**src/rtl/mac_unit_acc.sv**
```systemverilog
// rtl/mac_unit_acc.sv - CMAC MAC cell: LANES-wide dot product, PIPE-cycle latency, optional atom accumulation.
// Optional macro MAC_UNIT_ACC_SAT_EN: saturating accumulator plus mac_out_sat flag.
module mac_unit_acc #(
  parameter int LANES   = 8,
  parameter int DW      = 8,
  parameter int PIPE    = 3,
  parameter int ACC_EXT = 4,
  localparam int OW     = 2*DW + $clog2(LANES) + ACC_EXT
) (
  input  logic                nvdla_core_clk,
  input  logic                nvdla_core_rstn,
  input  logic                cfg_reg_en,
  input  logic                cfg_is_signed,
  input  logic                cfg_acc_mode,
  input  logic [LANES*DW-1:0] dat_actv_data,
  input  logic [LANES-1:0]    dat_actv_nz,
  input  logic [LANES-1:0]    dat_actv_pvld,
  input  logic [LANES*DW-1:0] wt_actv_data,
  input  logic [LANES-1:0]    wt_actv_nz,
  input  logic [LANES-1:0]    wt_actv_pvld,
  input  logic                dat_actv_last,
  output logic [OW-1:0]       mac_out_data,
  output logic                mac_out_pvld
`ifdef MAC_UNIT_ACC_SAT_EN
  ,
  output logic                mac_out_sat
`endif
);

  logic          cfg_signed;
  logic          cfg_acc;
  logic          atom_vld;
  logic [OW-1:0] atom_sum;
  logic          f_vld;
  logic          f_last;
  logic [OW-1:0] f_sum;
  logic [OW-1:0] acc;
  logic          group_open;
  logic [OW-1:0] base;
  logic [OW-1:0] add_res;

  always_ff @(posedge nvdla_core_clk or negedge nvdla_core_rstn) begin
    if (!nvdla_core_rstn) begin
      cfg_signed <= 1'b0;
      cfg_acc    <= 1'b0;
    end else if (cfg_reg_en) begin
      cfg_signed <= cfg_is_signed;
      cfg_acc    <= cfg_acc_mode;
    end
  end

  // Operands are extended straight to OW bits; the low OW bits of the product are exact.
  always_comb begin
    logic [DW-1:0] d;
    logic [DW-1:0] w;
    logic [OW-1:0] d_ext;
    logic [OW-1:0] w_ext;
    d        = '0;
    w        = '0;
    d_ext    = '0;
    w_ext    = '0;
    atom_vld = dat_actv_pvld[0] & wt_actv_pvld[0];
    atom_sum = '0;
    for (int i = 0; i < LANES; i++) begin
      d     = dat_actv_data[i*DW +: DW];
      w     = wt_actv_data[i*DW +: DW];
      d_ext = {{(OW-DW){cfg_signed & d[DW-1]}}, d};
      w_ext = {{(OW-DW){cfg_signed & w[DW-1]}}, w};
      if (dat_actv_pvld[i] & wt_actv_pvld[i] & dat_actv_nz[i] & wt_actv_nz[i])
        atom_sum = atom_sum + d_ext * w_ext;
    end
  end

  generate
    if (PIPE > 1) begin : g_pipe
      logic [OW-1:0] p_sum [PIPE-1];
      logic [PIPE-2:0] p_vld;
      logic [PIPE-2:0] p_last;

      always_ff @(posedge nvdla_core_clk or negedge nvdla_core_rstn) begin
        if (!nvdla_core_rstn) begin
          p_vld  <= '0;
          p_last <= '0;
          for (int s = 0; s < PIPE-1; s++) p_sum[s] <= '0;
        end else begin
          p_vld[0]  <= atom_vld;
          p_last[0] <= atom_vld & dat_actv_last;
          if (atom_vld) p_sum[0] <= atom_sum;
          for (int s = 1; s < PIPE-1; s++) begin
            p_vld[s]  <= p_vld[s-1];
            p_last[s] <= p_last[s-1];
            if (p_vld[s-1]) p_sum[s] <= p_sum[s-1];
          end
        end
      end

      assign f_vld  = p_vld[PIPE-2];
      assign f_last = p_last[PIPE-2];
      assign f_sum  = p_sum[PIPE-2];
    end else begin : g_nopipe
      assign f_vld  = atom_vld;
      assign f_last = atom_vld & dat_actv_last;
      assign f_sum  = atom_sum;
    end
  endgenerate

`ifdef MAC_UNIT_ACC_SAT_EN
  logic [OW:0] wide;
  logic        ovf;
  logic        sat_grp;
`endif

  always_comb begin
    base = (cfg_acc & group_open) ? acc : '0;
`ifdef MAC_UNIT_ACC_SAT_EN
    wide = {1'b0, base} + {1'b0, f_sum};
    if (cfg_signed) begin
      ovf     = (base[OW-1] == f_sum[OW-1]) && (wide[OW-1] != base[OW-1]);
      add_res = base[OW-1] ? {1'b1, {(OW-1){1'b0}}} : {1'b0, {(OW-1){1'b1}}};
    end else begin
      ovf     = wide[OW];
      add_res = '1;
    end
    if (!ovf) add_res = wide[OW-1:0];
`else
    add_res = base + f_sum;
`endif
  end

  // A cfg write discards any open group; non-accumulating atoms already in flight still report.
  always_ff @(posedge nvdla_core_clk or negedge nvdla_core_rstn) begin
    if (!nvdla_core_rstn) begin
      acc          <= '0;
      group_open   <= 1'b0;
      mac_out_data <= '0;
      mac_out_pvld <= 1'b0;
`ifdef MAC_UNIT_ACC_SAT_EN
      sat_grp      <= 1'b0;
      mac_out_sat  <= 1'b0;
`endif
    end else begin
      mac_out_pvld <= 1'b0;
      if (f_vld && !cfg_acc) begin
        mac_out_data <= add_res;
        mac_out_pvld <= 1'b1;
`ifdef MAC_UNIT_ACC_SAT_EN
        mac_out_sat  <= ovf;
`endif
      end
      if (cfg_reg_en) begin
        acc        <= '0;
        group_open <= 1'b0;
`ifdef MAC_UNIT_ACC_SAT_EN
        sat_grp    <= 1'b0;
`endif
      end else if (f_vld && cfg_acc) begin
        if (f_last) begin
          mac_out_data <= add_res;
          mac_out_pvld <= 1'b1;
          acc          <= '0;
          group_open   <= 1'b0;
`ifdef MAC_UNIT_ACC_SAT_EN
          mac_out_sat  <= sat_grp | ovf;
          sat_grp      <= 1'b0;
`endif
        end else begin
          acc        <= add_res;
          group_open <= 1'b1;
`ifdef MAC_UNIT_ACC_SAT_EN
          sat_grp    <= sat_grp | ovf;
`endif
        end
      end
    end
  end

endmodule

```
**config.mk**
```make
export PLATFORM = sky130hd
export DESIGN_NAME = mac_unit_acc
export DESIGN_NICKNAME = d
export VERILOG_FILES = /design/src/rtl/mac_unit_acc.sv
export SDC_FILE = /design/constraint.sdc
export NUM_CORES = 2
export LEC_CHECK = 0
export ABC_AREA = 1
export BUFFER_PORTS_ARGS = -buffer_cell sky130_fd_sc_hd__buf_2
export CORE_ASPECT_RATIO = 1.25
export CORE_MARGIN = 4
export CORE_UTILIZATION = 57
export CTS_CLUSTER_SIZE = 28
export DETAILED_ROUTE_END_ITERATION = 6
export PLACE_DENSITY = 0.73
export SYNTH_ARGS = -nofsm -noshare
export SYNTH_HDL_FRONTEND = slang
export SYNTH_SLANG_ARGS = --single-unit
export TNS_END_PERCENT = 10
```
**constraint.sdc**
```tcl
create_clock -name nvdla_core_clk -period 24.2 [get_ports nvdla_core_clk]
set_clock_uncertainty 0.15 [all_clocks]
set_input_delay 2.42 -clock nvdla_core_clk [delete_from_list [all_inputs] [get_ports nvdla_core_clk]]
set_output_delay 2.42 -clock nvdla_core_clk [all_outputs]
set_load 0.02 [all_outputs]
```
# Yosys cells after proc, flatten, opt, wreduce, memory -nomap -nowiden
# Index checks and enable logic that the tools add are counted.
[classes]
addsub = 8
bitwise = 42
n_mul = 8
reduce_logical = 4
n_mux = 23
[op_table]
columns = ["operator", "n"]
rows = [
  ["two-way mux 23 bit", 16],
  ["adder 23 bit", 8],
  ["multiplier 9 x 9 -> 18 bit", 8],
  ["AND 1 bit", 42],
  ["two-way mux 1 bit", 7],
  ["logical AND 1 bit", 2],
  ["nonzero test 2 bit", 1],
  ["zero test 1 bit", 1],
]
[word_totals]
out_inout_bits = 24
register_bits = 100

# Longest topological paths before layout
[logic_depth]
word_depth = 18
depth_mapped = 90

# Worst setup path after synthesis
# OpenSTA, ideal clock, no wires.
[synth_path]
path_type = "input to register"
from = "input port wt_actv_data[15]"
to = "register g_pipe.p_sum[45] in the netlist's numbering"
path_stages = 83
slack_ns = 9.396
setup_ns = 0.117
n_path_buf = 1
arrival_time_ns = 14.537
path_cell_list = "clkbuf_1 nand2_1 or2_2 fa_1 fa_1 inv_1 fa_1 fa_1 inv_1 fa_1 inv_1 ha_1 a21oi_1 and2_1 o21ai_0 a21o_1 a21oi_1 o21ai_0 (+47 left out) nor3_1 and2_1 nand3_1 nand3_1 nand2_1 nand3_1 nand2_1 ha_1 inv_1 o31ai_1 inv_1 nand3_1 nand3_1 nand3b_1 nand2_1 nand2_1 nand3_1 nand2_1"
[synth_via]
elab_chain_len = 16
[synth_lines]
columns = ["item", "line", "text"]
rows = [
  ["start, declared", "18", "input logic [LANES*DW-1:0] wt_actv_data,"],
  ["AND 1 bit", "68", "w_ext = {{(OW-DW){cfg_signed & w[DW-1]}}, w};"],
  ["multiplier 9 x 9 -> 18 bit (*)", "70", "atom_sum = atom_sum + d_ext * w_ext;"],
  ["adder 23 bit (*)", "70", ""],
  ["two-way mux 23 bit (*)", "69", "if (dat_actv_pvld[i] & wt_actv_pvld[i] & dat_actv_nz[i] & wt_actv_nz[i])"],
  ["adder 23 bit", "70", ""],
  ["two-way mux 23 bit (*)", "69", ""],
  ["adder 23 bit", "70", ""],
  ["two-way mux 23 bit (*)", "69", ""],
  ["adder 23 bit", "70", ""],
  ["two-way mux 23 bit (*)", "69", ""],
  ["adder 23 bit", "70", ""],
  ["two-way mux 23 bit (*)", "69", ""],
  ["adder 23 bit", "70", ""],
  ["two-way mux 23 bit (*)", "69", ""],
  ["adder 23 bit", "70", ""],
  ["two-way mux 23 bit (*)", "69", ""],
  ["end signal, assigned by index", "92", "if (p_vld[s-1]) p_sum[s] <= p_sum[s-1];"],
  ["end, declared", "76", "logic [OW-1:0] p_sum [PIPE-1];"],
]
# Every way passes the cells marked *; elsewhere a longest branch is shown, timed or not.
# A chain may end at the register's enable or synchronous reset.

# Worst setup path in the final report
# Ends and elaborated chain as after synthesis.

==> out/qor.csv <==
stage,metric,value,unit
route,via count,31400,
critical_path,Reg2Reg Setup Slack,9.81,ns
timing,RSZ-0062 raised after global routing,false,
clock_network,Clock Pin Slew Worst Setup and Hold Paths,0.08,ns
global_route,initial antenna violation count,5,
placement,Placed Instance Area,39500,µm²
timing,Slew @ Worst Pin,1.10,ns
global_route,gr usage total,0.252,
critical_path,reg-to-reg endpoint,g_pipe.p_sum[45]$_DFFE_PN0P_,
logic_synthesis,Yosys top cell area share,0.297,
finish,Area growth syn-to-layout,4.18,%
logic_synthesis,Synth Cell Area,38200,µm²
logic_synthesis,syn_nets,6382,
critical_path,reg2reg start,cfg_signed$_DFFE_PN0P_,
floorplanning,io pins,190,
route,vias per cell,5.17,
route,Routed met1 length,37300,µm
pwr,Power per Cell Area,136,nW/µm²
logic_synthesis,Synth Area in Compound Gates,0.0888,
floorplanning,die height,298,µm
logic_synthesis,cell taking the most area after synthesis,fa_1,
clock_network,CTS H-tree lvls,3,
global_route,gr ovfl total,0,
finish,"most common cell after layout, fill and taps aside",inv_1,
clock_network,Post-CTS Setup Bufs,0,
timing,Hold WS,0.215,ns
route,Pre-antenna DRT Iters,6,
finish,design area,39800,µm²
logic_synthesis,largest family of logic cells by synthesized area,adder cells,
clock_network,CTS tree,built,
clock_network,Sink Count,100,
timing,fin crit share,0.647,
route,wire length on met3,3330,µm
worst_hold_path,type of the worst min-delay path,flop to flop,
floorplanning,Core Rows,105,
route,DR WL met2,45000,µm
logic_synthesis,Synth Instances,5173,
critical_path,Worst Setup End Kind,flop,
floorplanning,die area,71300,µm²
logic_synthesis,post-synthesis cell type count,61,
logic_synthesis,average cell area after synthesis,7.39,µm²
timing,Peak Freq,63.8,MHz
placement,IO Port Bufs,189,
timing,setup total negative slack,0,ns
global_route,vias in the first global route,32300,
timing,Max-slew headroom,0.266,
critical_path,CP required,24.35,ns
pwr,Static Leakage,23.2,nW
status,status,finished clean,
logic_synthesis,Yosys reg bits,100,
clock_network,number of gates resized after CTS,0,
timing,Period minus WS final,15.67,ns
placement,hpwl dp,76900,µm
route,Total Wirelength,87900,µm
critical_path,critical path arrival,15.81,ns
route,initial DRC count,1634,
logic_synthesis,Post-Synth Adder-Cell Area,0.453,
route,Routed Antenna Nets,0,
route,Residual DRC,0,
finish,fraction of layout cells with a size suffix above 1,0.0687,
logic_synthesis,xor-xnor portion of the synthesized cell area,0.0573,
logic_synthesis,Ys Warns,0,
critical_path,number of cells on the worst reg-to-reg path,87,
pwr,Max VDD drop,88.8,µV
clock_network,Root Buffer,clkbuf_16,
clock_network,Longest Clk Path Bufs,2,
finish,Fillers,6160,
finish,most frequent cells in the layout,"1,287 x inv_1, 1,194 x nand2_1, 568 x fa_1",
critical_path,CP Launch Type,input pin,
floorplanning,Initial Utilization,0.579,
clock_network,clk_lat worst skew,0.36,ns
global_route,first-pass GRT wire length,151000,µm
route,Highest Signal Layer,met5,
flow_run,max-cap check violation count,0,
logic_synthesis,fraction of the mapped netlist area in simple logic gates,0.180,
worst_hold_path,Hold Path Origin,g_pipe.p_last[0]$_DFF_PN0_,
floorplanning,die width,240,µm
placement,Placer Congestion,0.923,
logic_synthesis,synth top area cells,"fa_1 30%, ha_1 16%, inv_1 13%",
finish,"Cell Count, Final, Fillers Out",6070,
placement,Inst Count DP,6050,
clock_network,Post-CTS Hold Fix Bufs,0,
clock_network,Num CTS Buffers,9,
global_route,pin count of the biggest net entering global routing,59,
critical_path,CP max stage cell,fa_1,
critical_path,CP max FO,10,
timing,final setup violation count,0,
timing,Final Max Tran Viols,0,
timing,final hold violation count,0,
floorplanning,Core ar.,66100,µm²
logic_synthesis,mux cell area share after synthesis,0.00730,
critical_path,critical path's most frequent cell,nand2_1,
route,detailed-route wire length per cell,14.5,µm
critical_path,CP peak stage delay,0.49,ns
worst_hold_path,Hold Path End,g_pipe.p_last[1]$_DFF_PN0_,
finish,nets,6414,
logic_synthesis,"Seq/Total Area, Yosys",0.0654,
critical_path,crit path kind,input pin to flop,
worst_hold_path,Min-Delay Path Depth,0,
## where the power goes
part           switching, W  internal (W)  total, W
clock             0.0000723     0.0000744  0.000147
combinational       0.00306       0.00195   0.00501
sequential        0.0000324      0.000213  0.000245
total               0.00316       0.00223   0.00540
## cells in the mapped netlist (all sizes together)
cell         number
o31ai             9
o22ai            22
inv            1292
a211oi            6
a31o              2
o211ai            4
nand3b            6
a21oi           265
o21bai           31
mux2             23
xor2            140
or2              74
nand4            19
xnor2           110
o2111ai           3
ha              475
buf              13
a31oi            25
a21boi           10
nand3           131
mux2i             2
o221ai            2
and3              1
dlygate4sd3       1
and2              6
o41ai             1
o21a              3
nand2          1207
a21o              8
clkbuf          163
dfrtp           100
nor2            205
nor3             23
fa              568
clkinv            2
o21ai           221
## metal layers
metal,track usage,vias up
li1,-,15600
met1,0.329,15000
met2,0.459,688
met3,0.0168,120
met4,0.0590,2
met5,0,-
## stage by stage
| step | setup WS (ns) | util | total power (W) |
|---|---|---|---|
| after floorplan | 9.40 | - | 0.00420 |
| after global placement | 8.52 | 0.598 | 0.00516 |
| after detailed placement | 8.22 | 0.598 | 0.00521 |
| after CTS | 8.55 | 0.603 | 0.00540 |
| after global routing | 7.18 | 0.603 | 0.00616 |
| final | 8.53 | 0.603 | 0.00540 |
## cell type report
type                       instances  area [µm²]  share of cell area
tap                              856        1070              0.0269
multi-input combinational       3602       30100               0.755
timing repair buffer             198        1020              0.0255
sequential                       100        2500              0.0628
inverter                        1294        4860               0.122
clock buffer                       9         225             0.00565
antenna                            4        10.0            0.000251
clock inverter                     7        88.8             0.00223
## cells by family (layout without fill, tap and decap cells)
kind of cell    Yosys count  after routing
compound gates          612            612
other cells               0              4
fa+ha+maj              1043           1043
buf+inv                1471           1508
flops                   100            100
mux                      25             25
simple gates           1672           1672
xor+xnor                250            250
## registers in the layout (all words and copies together) (netlist names)
register	flops
acc	23
cfg_acc	1
cfg_signed	1
f_sum	23
g_pipe.p_last	2
g_pipe.p_sum	23
g_pipe.p_vld	2
group_open	1
mac_out_data	23
mac_out_pvld	1
## how the worst max path moves through the flow
stage | start | to | slack [ns] | depth (start not counted)
floorplan | wt_actv_data[15] | g_pipe.p_sum[45]$_DFFE_PN0P_ | 9.40 | 83
global placement | dat_actv_data[7] | g_pipe.p_sum[45]$_DFFE_PN0P_ | 8.52 | 86
detailed placement | wt_actv_data[7] | g_pipe.p_sum[45]$_DFFE_PN0P_ | 8.22 | 83
CTS | wt_actv_data[7] | g_pipe.p_sum[45]$_DFFE_PN0P_ | 8.55 | 83
global route | dat_actv_data[15] | g_pipe.p_sum[45]$_DFFE_PN0P_ | 7.18 | 86
finish | wt_actv_data[15] | g_pipe.p_sum[45]$_DFFE_PN0P_ | 8.53 | 85
## worst max-delay path, delay by kind of cell
family / cells / cell delay (ns)
buffers and inverters: 14 / 0.97
and+or+nand+nor: 37 / 4.20
adders and majority gates: 13 / 4.98
AOI/OAI and AO/OA: 18 / 2.87
xor gates and xnor gates: 3 / 0.41
(Power assumes the default switching activity.)
